<file path="src/rtl/decimation_pkg.sv">
// decimation_pkg: shared FSM states, minimum oversampling ratio and filter mode encodings.
package decimation_pkg;
  typedef enum logic [1:0] {ST_IDLE, ST_CLEAR, ST_INTEGRATE, ST_CAPTURE} state_e;
  localparam int MIN_OSR = 2;
  localparam logic MODE_INCREMENTAL = 1'b0;
  localparam logic MODE_REGULAR = 1'b1;
endpackage

</file>
<file path="src/rtl/sample_counter.sv">
// sample_counter: counts enabled filter samples and flags the last one of a conversion.
module sample_counter #(
  parameter int W = 8
) (
  input  logic         clk,
  input  logic         rst_n,
  input  logic         run_i,
  input  logic [W-1:0] term_i,
  output logic         tc_o
);
  logic [W-1:0] cnt_q;
  logic [W-1:0] cnt_d;
  // Holding at zero outside INTEGRATE gives the reset required on every conversion entry.
  assign cnt_d = run_i ? cnt_q + W'(1) : '0;
  assign tc_o = cnt_q == term_i - W'(1);
  always_ff @(posedge clk or negedge rst_n)
    if (!rst_n) cnt_q <= '0;
    else cnt_q <= cnt_d;
endmodule

</file>
<file path="src/rtl/decimation_sequencer.sv">
// decimation_sequencer: sequences clear/integrate/capture of a decimation filter and hands results off.
module decimation_sequencer
  import decimation_pkg::*;
#(
  parameter int OUTPUT_BITS = 16,
  parameter int OSR_BITS = 8
) (
  input  logic                   clk,
  input  logic                   rst_n,
  input  logic                   start,
  input  logic                   continuous,
  input  logic                   mode,
  input  logic [OSR_BITS-1:0]    osr,
  output logic                   flt_clr,
  output logic                   flt_en,
  input  logic [OUTPUT_BITS-1:0] flt_data,
  output logic [OUTPUT_BITS-1:0] res_data,
  output logic                   res_valid,
  input  logic                   res_ready,
  output logic                   busy,
  output logic                   overrun
);
  state_e state_q, state_d;
  logic [OSR_BITS-1:0] osr_q, osr_d;
  logic mode_q, mode_d;
  logic [OUTPUT_BITS-1:0] res_data_q, res_data_d;
  logic res_valid_q, res_valid_d;
  logic overrun_q, overrun_d;
  logic tc;
  sample_counter #(.W(OSR_BITS)) u_cnt (
    .clk   (clk),
    .rst_n (rst_n),
    .run_i (state_q == ST_INTEGRATE),
    .term_i(osr_q),
    .tc_o  (tc)
  );
  always_comb begin
    state_d = state_q;
    osr_d = osr_q;
    mode_d = mode_q;
    res_data_d = res_data_q;
    res_valid_d = res_valid_q && !res_ready;
    overrun_d = overrun_q;
    case (state_q)
      ST_IDLE: if (start || continuous) begin
        state_d = ST_CLEAR;
        osr_d = osr < OSR_BITS'(MIN_OSR) ? OSR_BITS'(MIN_OSR) : osr;
        mode_d = mode;
        overrun_d = overrun_q && !start;
      end
      ST_CLEAR: state_d = ST_INTEGRATE;
      ST_INTEGRATE: state_d = tc ? ST_CAPTURE : ST_INTEGRATE;
      ST_CAPTURE: begin
        state_d = !continuous ? ST_IDLE : mode_q == MODE_REGULAR ? ST_INTEGRATE : ST_CLEAR;
        // A result still waiting for the consumer wins; the new one is dropped and flagged.
        if (!res_valid_q || res_ready) begin
          res_data_d = flt_data;
          res_valid_d = 1'b1;
        end else overrun_d = 1'b1;
      end
      default: state_d = ST_IDLE;
    endcase
  end
  always_ff @(posedge clk or negedge rst_n)
    if (!rst_n) begin
      state_q <= ST_IDLE;
      osr_q <= '0;
      mode_q <= MODE_INCREMENTAL;
      res_data_q <= '0;
      res_valid_q <= 1'b0;
      overrun_q <= 1'b0;
    end else begin
      state_q <= state_d;
      osr_q <= osr_d;
      mode_q <= mode_d;
      res_data_q <= res_data_d;
      res_valid_q <= res_valid_d;
      overrun_q <= overrun_d;
    end
  assign flt_clr = state_q == ST_CLEAR;
  assign flt_en = state_q == ST_INTEGRATE;
  assign busy = state_q != ST_IDLE;
  assign res_data = res_data_q;
  assign res_valid = res_valid_q;
  assign overrun = overrun_q;
endmodule

</file>
<file path="config.mk">
export PLATFORM = sky130hd
export DESIGN_NAME = decimation_sequencer
export DESIGN_NICKNAME = d
export VERILOG_FILES = /design/src/rtl/decimation_pkg.sv /design/src/rtl/sample_counter.sv /design/src/rtl/decimation_sequencer.sv
export SDC_FILE = /design/constraint.sdc
export NUM_CORES = 1
export LEC_CHECK = 0
export CAP_MARGIN = 0
export CORE_ASPECT_RATIO = 2
export CORE_MARGIN = 2
export CORE_UTILIZATION = 43
export DETAILED_ROUTE_END_ITERATION = 10
export PLACE_DENSITY = 0.71
export SETUP_SLACK_MARGIN = 0.15
export SYNTH_ARGS = -nofsm -noshare
export SYNTH_HDL_FRONTEND = slang
export SYNTH_HIERARCHICAL = 1
export SYNTH_SLANG_ARGS = --single-unit
</file>
<file path="constraint.sdc">
create_clock -name clk -period 2.1 [get_ports clk]
set_input_delay 0.21 -clock clk [delete_from_list [all_inputs] [get_ports clk]]
set_output_delay 0.21 -clock clk [all_outputs]
set_load 0.1 [all_outputs]
</file>
Word-level counts from Yosys, hierarchy flattened
Cells that the tools add are included.

word-level totals
  bits in registers = 37
  input port bits = 30
  output and inout port bits = 21

cells by class
  $add $sub $neg = 2
  magnitude comparators = 1
  equality and inequality tests = 6
  mux-type cells = 12
  reductions and logical operators = 13

operators with widths
  cell                 number
  $mux 8               2
  $add 8x1->8 const B  1
  $eq 8x8->1           1
  $lt 8x2->1 const B   1
  $pmux 2 s4           1
  $sub 8x1->8 const B  1
  $mux 2               3
  $mux 1               5
  $eq 2x2->1 const B   2
  $ne 2x2->1 const B   2
  $reduce_and 2->1     2
  $reduce_bool 2->1    2
  $logic_not 1->1      3
  $reduce_and 3->1     1
  $eq 2x1->1 const B   1
  $logic_and 1x1->1    2
  $logic_not 2->1      1
  $logic_or 1x1->1     2
  $pmux 1 s2           1

Longest topological paths before layout
Gate-level depths: netlist of run 1.

  word-level depth = 4
  mapped depth = 9
  mapped depth without buffers = 9

By module
The synthesis of run 1 kept the hierarchy.

modules (own cells, without submodules)
  module                times used  cells each  area each (um2)  seq. area each (um2)
  decimation_sequencer  1           79          1238.7           725.7
  sample_counter        1           67          629.4            200.2

Worst setup path before layout of run 1
No wires, ideal clock.

  kind = reg-to-reg
  from = reg osr_q[0]
  to = reg state_q[0]
  arrival time = 1975 ps
  data required time = 2022 ps
  setup slack = 47 ps
  cell stages (with the launch flop) = 10
  clock period less this slack = 2053 ps
  cells stage by stage = dfrtp_1 > inv_1 > ha_1 > nor3b_2 > or3_1 > a32oi_1 > o21ai_1 > a2111oi_2 > mux2i_1 > o2bb2ai_1

on the way
  cells in the longest elaborated chain, start to end = 4

RTL lines
  item                      RTL line                    RTL
  start: declaration        decimation_sequencer.sv:24  logic [OSR_BITS-1:0] osr_q, osr_d;
  start signal: assignment  decimation_sequencer.sv:74  osr_q <= osr_d;
  $sub 8x1->8               sample_counter.sv:15        assign tc_o = cnt_q == term_i - W'(1);
  $eq 8x8->1                sample_counter.sv:15
  named net tc              decimation_sequencer.sv:29  logic tc;
  $mux 1                    decimation_sequencer.sv:52  ST_INTEGRATE: state_d = tc ? ST_CAPTURE : ST_INTEGRATE;
  $pmux 2 s4                decimation_sequencer.sv:44  case (state_q)
  end signal: assignment    decimation_sequencer.sv:73  state_q <= state_d;
  end: declaration          decimation_sequencer.sv:23  state_e state_q, state_d;

The timed path passes the listed nets, and every way through them passes these cells.
A chain may end at the register's enable or synchronous reset.

Worst setup path in the final report of run 1
Ends and elaborated chain as after synthesis.

==> flow_metrics.py, run 1 <==
metrics = {
    "grt": {
        "grt_max_degree": 38,
        "grt_pass1_vias": 1349,
        "busiest_layer": "met2",
        "antenna_found_initial": 0,
        "grt_use_met2": 0.246,
        "grt_use_met1": 0.217,
        "grt_pass1_wl_um": 6200,
        "grt_usage": 0.163,
        "met3_usage": 0.0369,
        "grt-ovfl-total": 0,
    },
    "sta": {
        "hold_viol_final": 0,
        "rsz0062_at_grt": "yes",
        "slew_violations": 0,
        "finalClockSkew_ns": 0.00575,
        "period_share": 0.960,
        "hold_ws_ns": 0.351,
        "fin_crit_ns": 2.02,
        "max_slew_margin": 0.693,
        "fmax_mhz": 496,
        "setup_viol": 0,
        "tightest_slew_ns": 0.460,
    },
    "die": {
        "fp.dieH_um": 97.2,
        "die_x_um": 50.6,
        "die-area_sq_um": 4920,
        "initial_utilization": 0.439,
        "rows": 34,
        "fp.coreArea_sq_um": 4250,
        "pin_count": 51,
    },
    "yosys": {
        "yosysSeqAreaShare": 0.496,
        "yosysMostFrequentCell": "dfrtp_1",
        "synth_top_area_cell": "dfrtp_1",
        "syn-num-nets": 178,
        "synth_warnings": 6,
        "syn_avg_cell_area_sq_um": 12.8,
        "synth_enable_flop_cells": 0,
        "synth.area.top_cells": "dfrtp_1, mux2_2, mux2_4",
        "ys.flop_type": "dfrtp_1",
        "synth-seq-cells": 37,
        "synthTopCellsByCount": "dfrtp_1, mux2_2, mux2_4, xnor2_1, nor2_1",
        "synthArstFlopShare": 1.00,
        "synth_top_cell_area_share": 0.496,
        "netlist_area_sq_um": 1870,
        "syn_inst": 146,
        "ys_types": 40,
    },
    "setup_path": {
        "critPathKind": "flop to flop",
        "max_stage_delay_ns": 0.37,
        "r2r_end": "state_q[0]",
        "worst_path_max_delay_cell": "dfrtp_1",
        "crit_chain": "inv_1 > ha_4 > nor3b_4 > or3_1 > a32oi_1 > o21ai_1 > a2111oi_2 > mux2i_1 > o2bb2ai_1",
        "r2r_cells": 9,
        "critPathLaunchType": "flop",
        "r2r_setup_slack_ns": 0.08,
        "critPathArrivalTime_ns": 2.24,
        "cp_max_fo": 4,
        "required_ns": 2.32,
        "r2r_start": "osr_q[0]",
        "cp-end-kind": "flop",
    },
    "clock_network": {
        "cts-hold-fix-buffers": 0,
        "cts_made_buffers": 5,
        "cts.sinks": 37,
        "cts_setup_buffers": 0,
        "cts_resized": 0,
        "clk_path_buf_depth": 2,
        "cts_tree": "yes",
        "h-tree-depth": 2,
        "ctsRootBufferMaster": "clkbuf_8",
        "worstSkewPairLatency_ns": 0.29,
        "clk_pin_slew_ns": 0.08,
    },
    "place": {
        "gp_congestion": 0.783,
        "portBuffers": 50,
        "dp_hpwl_um": 2710,
    },
    "route": {
        "drc_errors": 0,
        "ant_nets": 0,
        "num_vias": 1297,
        "dr.first_iter.drc_count": 10,
        "first_pass_iters": 4,
        "wl_um": 3650,
        "viasPerCell": 5.01,
        "avgRoutedWirePerCell_um": 14.1,
    },
    "layout": {
        "antenna_cells": 0,
        "syn_to_final_growth_pct": 36.6,
        "multi_input_area_sq_um": 922,
        "ff_latch_area_sq_um": 926,
        "n_fill_cell": 357,
        "layout-drive-gt1-share": 0.327,
        "fin_nets": 236,
    },
    "worst_hold_path": {
        "hold_path.class": "primary input to asynchronous set/reset pin",
    },
    "outcome": {
        "status": "completed",
    },
    "job": {
        "max-cap-violations": 0,
    },
}
-- routing by layer --
layer  routed length, um  vias to the layer above  part of all wire
met5                   0                        -                 0
met4                  93                        0             0.026
met3                 183                        9             0.050
met2                1760                       47              0.48
met1                1610                      618              0.44
li1                    -                      623                 -
-- cell usage in the layout (no fill, tap or decap), types with 3 or more instances in the layout --
cell / instances
buf_4: 22
xor2_1: 7
nor2_1: 8
clkdlybuf4s50_1: 29
a21oi_1: 5
mux2_2: 14
nor3_1: 3
xnor2_1: 10
clkbuf_8: 5
nand2_1: 3
and2_1: 7
inv_1: 3
nand3_1: 5
dfrtp_1: 37
mux2_4: 10
-- critical path, delay by kind of cell (launching register included) --
family                   cells  cell delay [ns]
buffers and inverters        1             0.08
multiplexers                 1             0.12
adder cells (fa/ha/maj)      1             0.17
flip-flops                   1             0.37
AO/OA/AOI/OAI                4             0.71
AND/OR/NAND/NOR              2             0.50
-- cell families (layout without fill, tap and decap cells) --
family,after synthesis,count (layout),share of synthesized area
AO/OA/AOI/OAI,14,14,0.0522
XOR/XNOR,17,17,0.0797
adder cells (fa/ha/maj),2,2,0.0134
buffers and inverters,6,65,0.0208
flip-flops,37,37,0.496
multiplexers,26,26,0.175
AND/OR/NAND/NOR,44,44,0.163
-- worst max path at each step --
stage / to / slack, ns / startpoint / depth (start not counted)
3_5_place_dp: state_q[0] / 0.09 / osr_q[1] / 9
5_1_grt: state_q[0] / -0.06 / osr_q[0] / 8
2_1_floorplan: state_q[0] / 0.11 / osr_q[0] / 9
3_3_place_gp: state_q[0] / 0.16 / osr_q[1] / 9
6_report: state_q[0] / 0.08 / osr_q[0] / 9
4_1_cts: state_q[0] / 0.04 / osr_q[1] / 9
-- metrics by stage --
step	worst slack, ns	utilization	area (sq um)	TNS, ns	std cells
after floorplan	0.112	-	1870	0	146
after global placement	0.158	0.564	2400	0	251
after detailed placement	0.0893	0.564	2400	0	251
after CTS	0.0445	0.595	2530	0	259
after global routing	-0.0618	0.600	2550	-0.0618	259
final	0.0842	0.600	2550	0	259
-- final cells by class --
| class | instances | area share |
|---|---|---|
| sequential | 37 | 0.363 |
| multi-input combinational | 103 | 0.361 |
| timing repair buffer | 53 | 0.191 |
| clock buffer | 5 | 0.0270 |
| tap | 54 | 0.0265 |
| clock inverter | 3 | 0.0255 |
| inverter | 4 | 0.00589 |
-- flip-flops by register name (all words and copies together) (netlist names) --
signal / count
mode_q: 1
osr_q: 8
overrun: 1
res_data: 16
res_valid: 1
state_q: 2
u_cnt/cnt_q: 8
Power of run 1 is left out: the tool's default activity adds up to more than one toggle a clock period on the data nets, which glitch-free logic cannot reach.
==> run 2, diff against run 1 <==
--- a/config.mk
+++ b/config.mk
@@ -8,11 +8,12 @@
 export CAP_MARGIN = 0
 export CORE_ASPECT_RATIO = 2
 export CORE_MARGIN = 2
-export CORE_UTILIZATION = 43
+export CORE_UTILIZATION = 48
 export DETAILED_ROUTE_END_ITERATION = 10
-export PLACE_DENSITY = 0.71
+export PLACE_DENSITY = 0.76
 export SETUP_SLACK_MARGIN = 0.15
 export SYNTH_ARGS = -nofsm -noshare
 export SYNTH_HDL_FRONTEND = slang
 export SYNTH_HIERARCHICAL = 1
 export SYNTH_SLANG_ARGS = --single-unit
+export TNS_END_PERCENT = 10
==> constraint.sdc (replaced) <==
create_clock -name clk -period 2.15 [get_ports clk]
set_input_delay 0.215 -clock clk [delete_from_list [all_inputs] [get_ports clk]]
set_output_delay 0.215 -clock clk [all_outputs]
set_load 0.1 [all_outputs]
==> run 2 against run 1 <==
Non-clock buffer count did not move. Design area decreased by 3.1%. Core utilization is 5.0 points higher. Cell count shrank 1.2%. Critical path type unchanged. Critical endpoint unchanged. Highest routed layer unchanged.
==> flow_metrics.py, run 2 (synthesis results as in run 1) <==
metrics = {
    "grt": {
        "grt_pass1_vias": 1377,
        "grt_usage": 0.203,
        "grt-ovfl-total": 0,
        "grt_use_met1": 0.208,
        "met3_usage": 0.0492,
        "grt_pass1_wl_um": 6270,
        "grt_use_met2": 0.352,
        "busiest_layer": "met2",
        "grt_max_degree": 38,
        "antenna_found_initial": 0,
    },
    "clock_network": {
        "worstSkewPairLatency_ns": 0.29,
        "clk_pin_slew_ns": 0.08,
        "cts-hold-fix-buffers": 0,
        "cts_tree": "yes",
        "clk_path_buf_depth": 2,
        "cts.sinks": 37,
        "h-tree-depth": 2,
        "cts_made_buffers": 5,
        "ctsRootBufferMaster": "clkbuf_8",
    },
    "setup_path": {
        "cp-end-kind": "flop",
        "crit_chain": "inv_1 > ha_4 > nor3b_2 > or3_1 > a32oi_1 > o21ai_1 > a2111oi_2 > mux2i_1 > o2bb2ai_1",
        "r2r_setup_slack_ns": 0.10,
        "critPathArrivalTime_ns": 2.26,
        "critical-path-top-delay-family": "compound AO/OA/AOI/OAI gates",
        "r2r_cells": 9,
        "max_stage_delay_ns": 0.38,
        "critPathLaunchType": "flop",
        "cp_max_fo": 4,
        "required_ns": 2.37,
        "r2r_start": "osr_q[0]",
        "critPathBufInv": 1,
        "critPathKind": "flop to flop",
        "r2r_end": "state_q[0]",
        "worst_path_max_delay_cell": "dfrtp_1",
    },
    "sta": {
        "hold_viol_final": 0,
        "tightest_slew_ns": 0.814,
        "rsz0062_at_grt": "yes",
        "setup_viol": 0,
        "fmax_mhz": 488,
        "period_share": 0.952,
        "max_slew_margin": 0.458,
        "hold_ws_ns": 0.0120,
        "fin_crit_ns": 2.05,
        "finalClockSkew_ns": 0.00440,
        "fin_ws_ns": 0.102,
        "slew_violations": 0,
    },
    "job": {
        "max-cap-violations": 0,
    },
    "die": {
        "fp.dieH_um": 92.2,
        "fp.coreArea_sq_um": 3800,
        "die_x_um": 48.1,
        "rows": 32,
        "die-area_sq_um": 4440,
        "initial_utilization": 0.491,
        "pin_count": 51,
    },
    "layout": {
        "layout_commonest_cell": "dfrtp_1",
        "syn_to_final_growth_pct": 32.4,
        "antenna_cells": 0,
        "layout-drive-gt1-share": 0.332,
        "most-common-layout-cells": "dfrtp_1, clkdlybuf4s50_1, buf_4",
        "stdcell_count": 256,
        "final_util": 0.650,
        "fin_nets": 236,
        "largest_reg_flops": 16,
        "n_fill_cell": 331,
    },
    "place": {
        "dp_hpwl_um": 3080,
        "gp_congestion": 0.865,
        "dpl.cell_count": 247,
        "pre_cts_slack_ns": 0.0876,
        "portBuffers": 50,
    },
    "route": {
        "avgRoutedWirePerCell_um": 15.1,
        "drc_errors": 0,
        "viasPerCell": 5.03,
        "ant_nets": 0,
        "dr.first_iter.drc_count": 5,
        "num_vias": 1287,
        "first_pass_iters": 4,
        "wl_um": 3860,
    },
    "worst_hold_path": {
        "hold_path.class": "primary input to asynchronous set/reset pin",
    },
    "outcome": {
        "status": "completed",
    },
}
## run 2: how the worst max path moves through the flow
stage	start	to	cells after the start
finish	osr_q[0]	state_q[0]	9
global route	osr_q[0]	state_q[0]	9
floorplan	osr_q[0]	state_q[0]	9
CTS	osr_q[0]	state_q[0]	9
detailed placement	osr_q[0]	state_q[0]	9
global placement	osr_q[0]	state_q[0]	9
## run 2: timing repair
action	in CTS	in global routing
setup buffers	1	0
setup endpoints to repair	1	1
gates cloned	0	0
gates resized for setup	0	1
## run 2: final cells by class
cell class	count	area, sq um	area share
inverter	4	15.0	0.00607
timing repair buffer	53	465	0.188
clock inverter	3	17.5	0.00709
clock buffer	5	68.8	0.0278
multi-input combinational	103	916	0.370
sequential	37	926	0.374
tap	51	63.8	0.0258
## run 2: stage by stage
step / TNS (ns) / instance area, sq um
after global routing: -0.0565 / 2470
after CTS: 0 / 2460
after global placement: 0 / 2370
after floorplan: 0 / 1870
after detailed placement: 0 / 2370
final: 0 / 2470
## run 2: layer usage
metal / wire, um / vias up
li1: - / 619
met1: 1300 / 624
met2: 2300 / 36
met3: 143 / 8
met4: 111 / 0
met5: 0 / -
Power of run 2 is left out for the same reason.
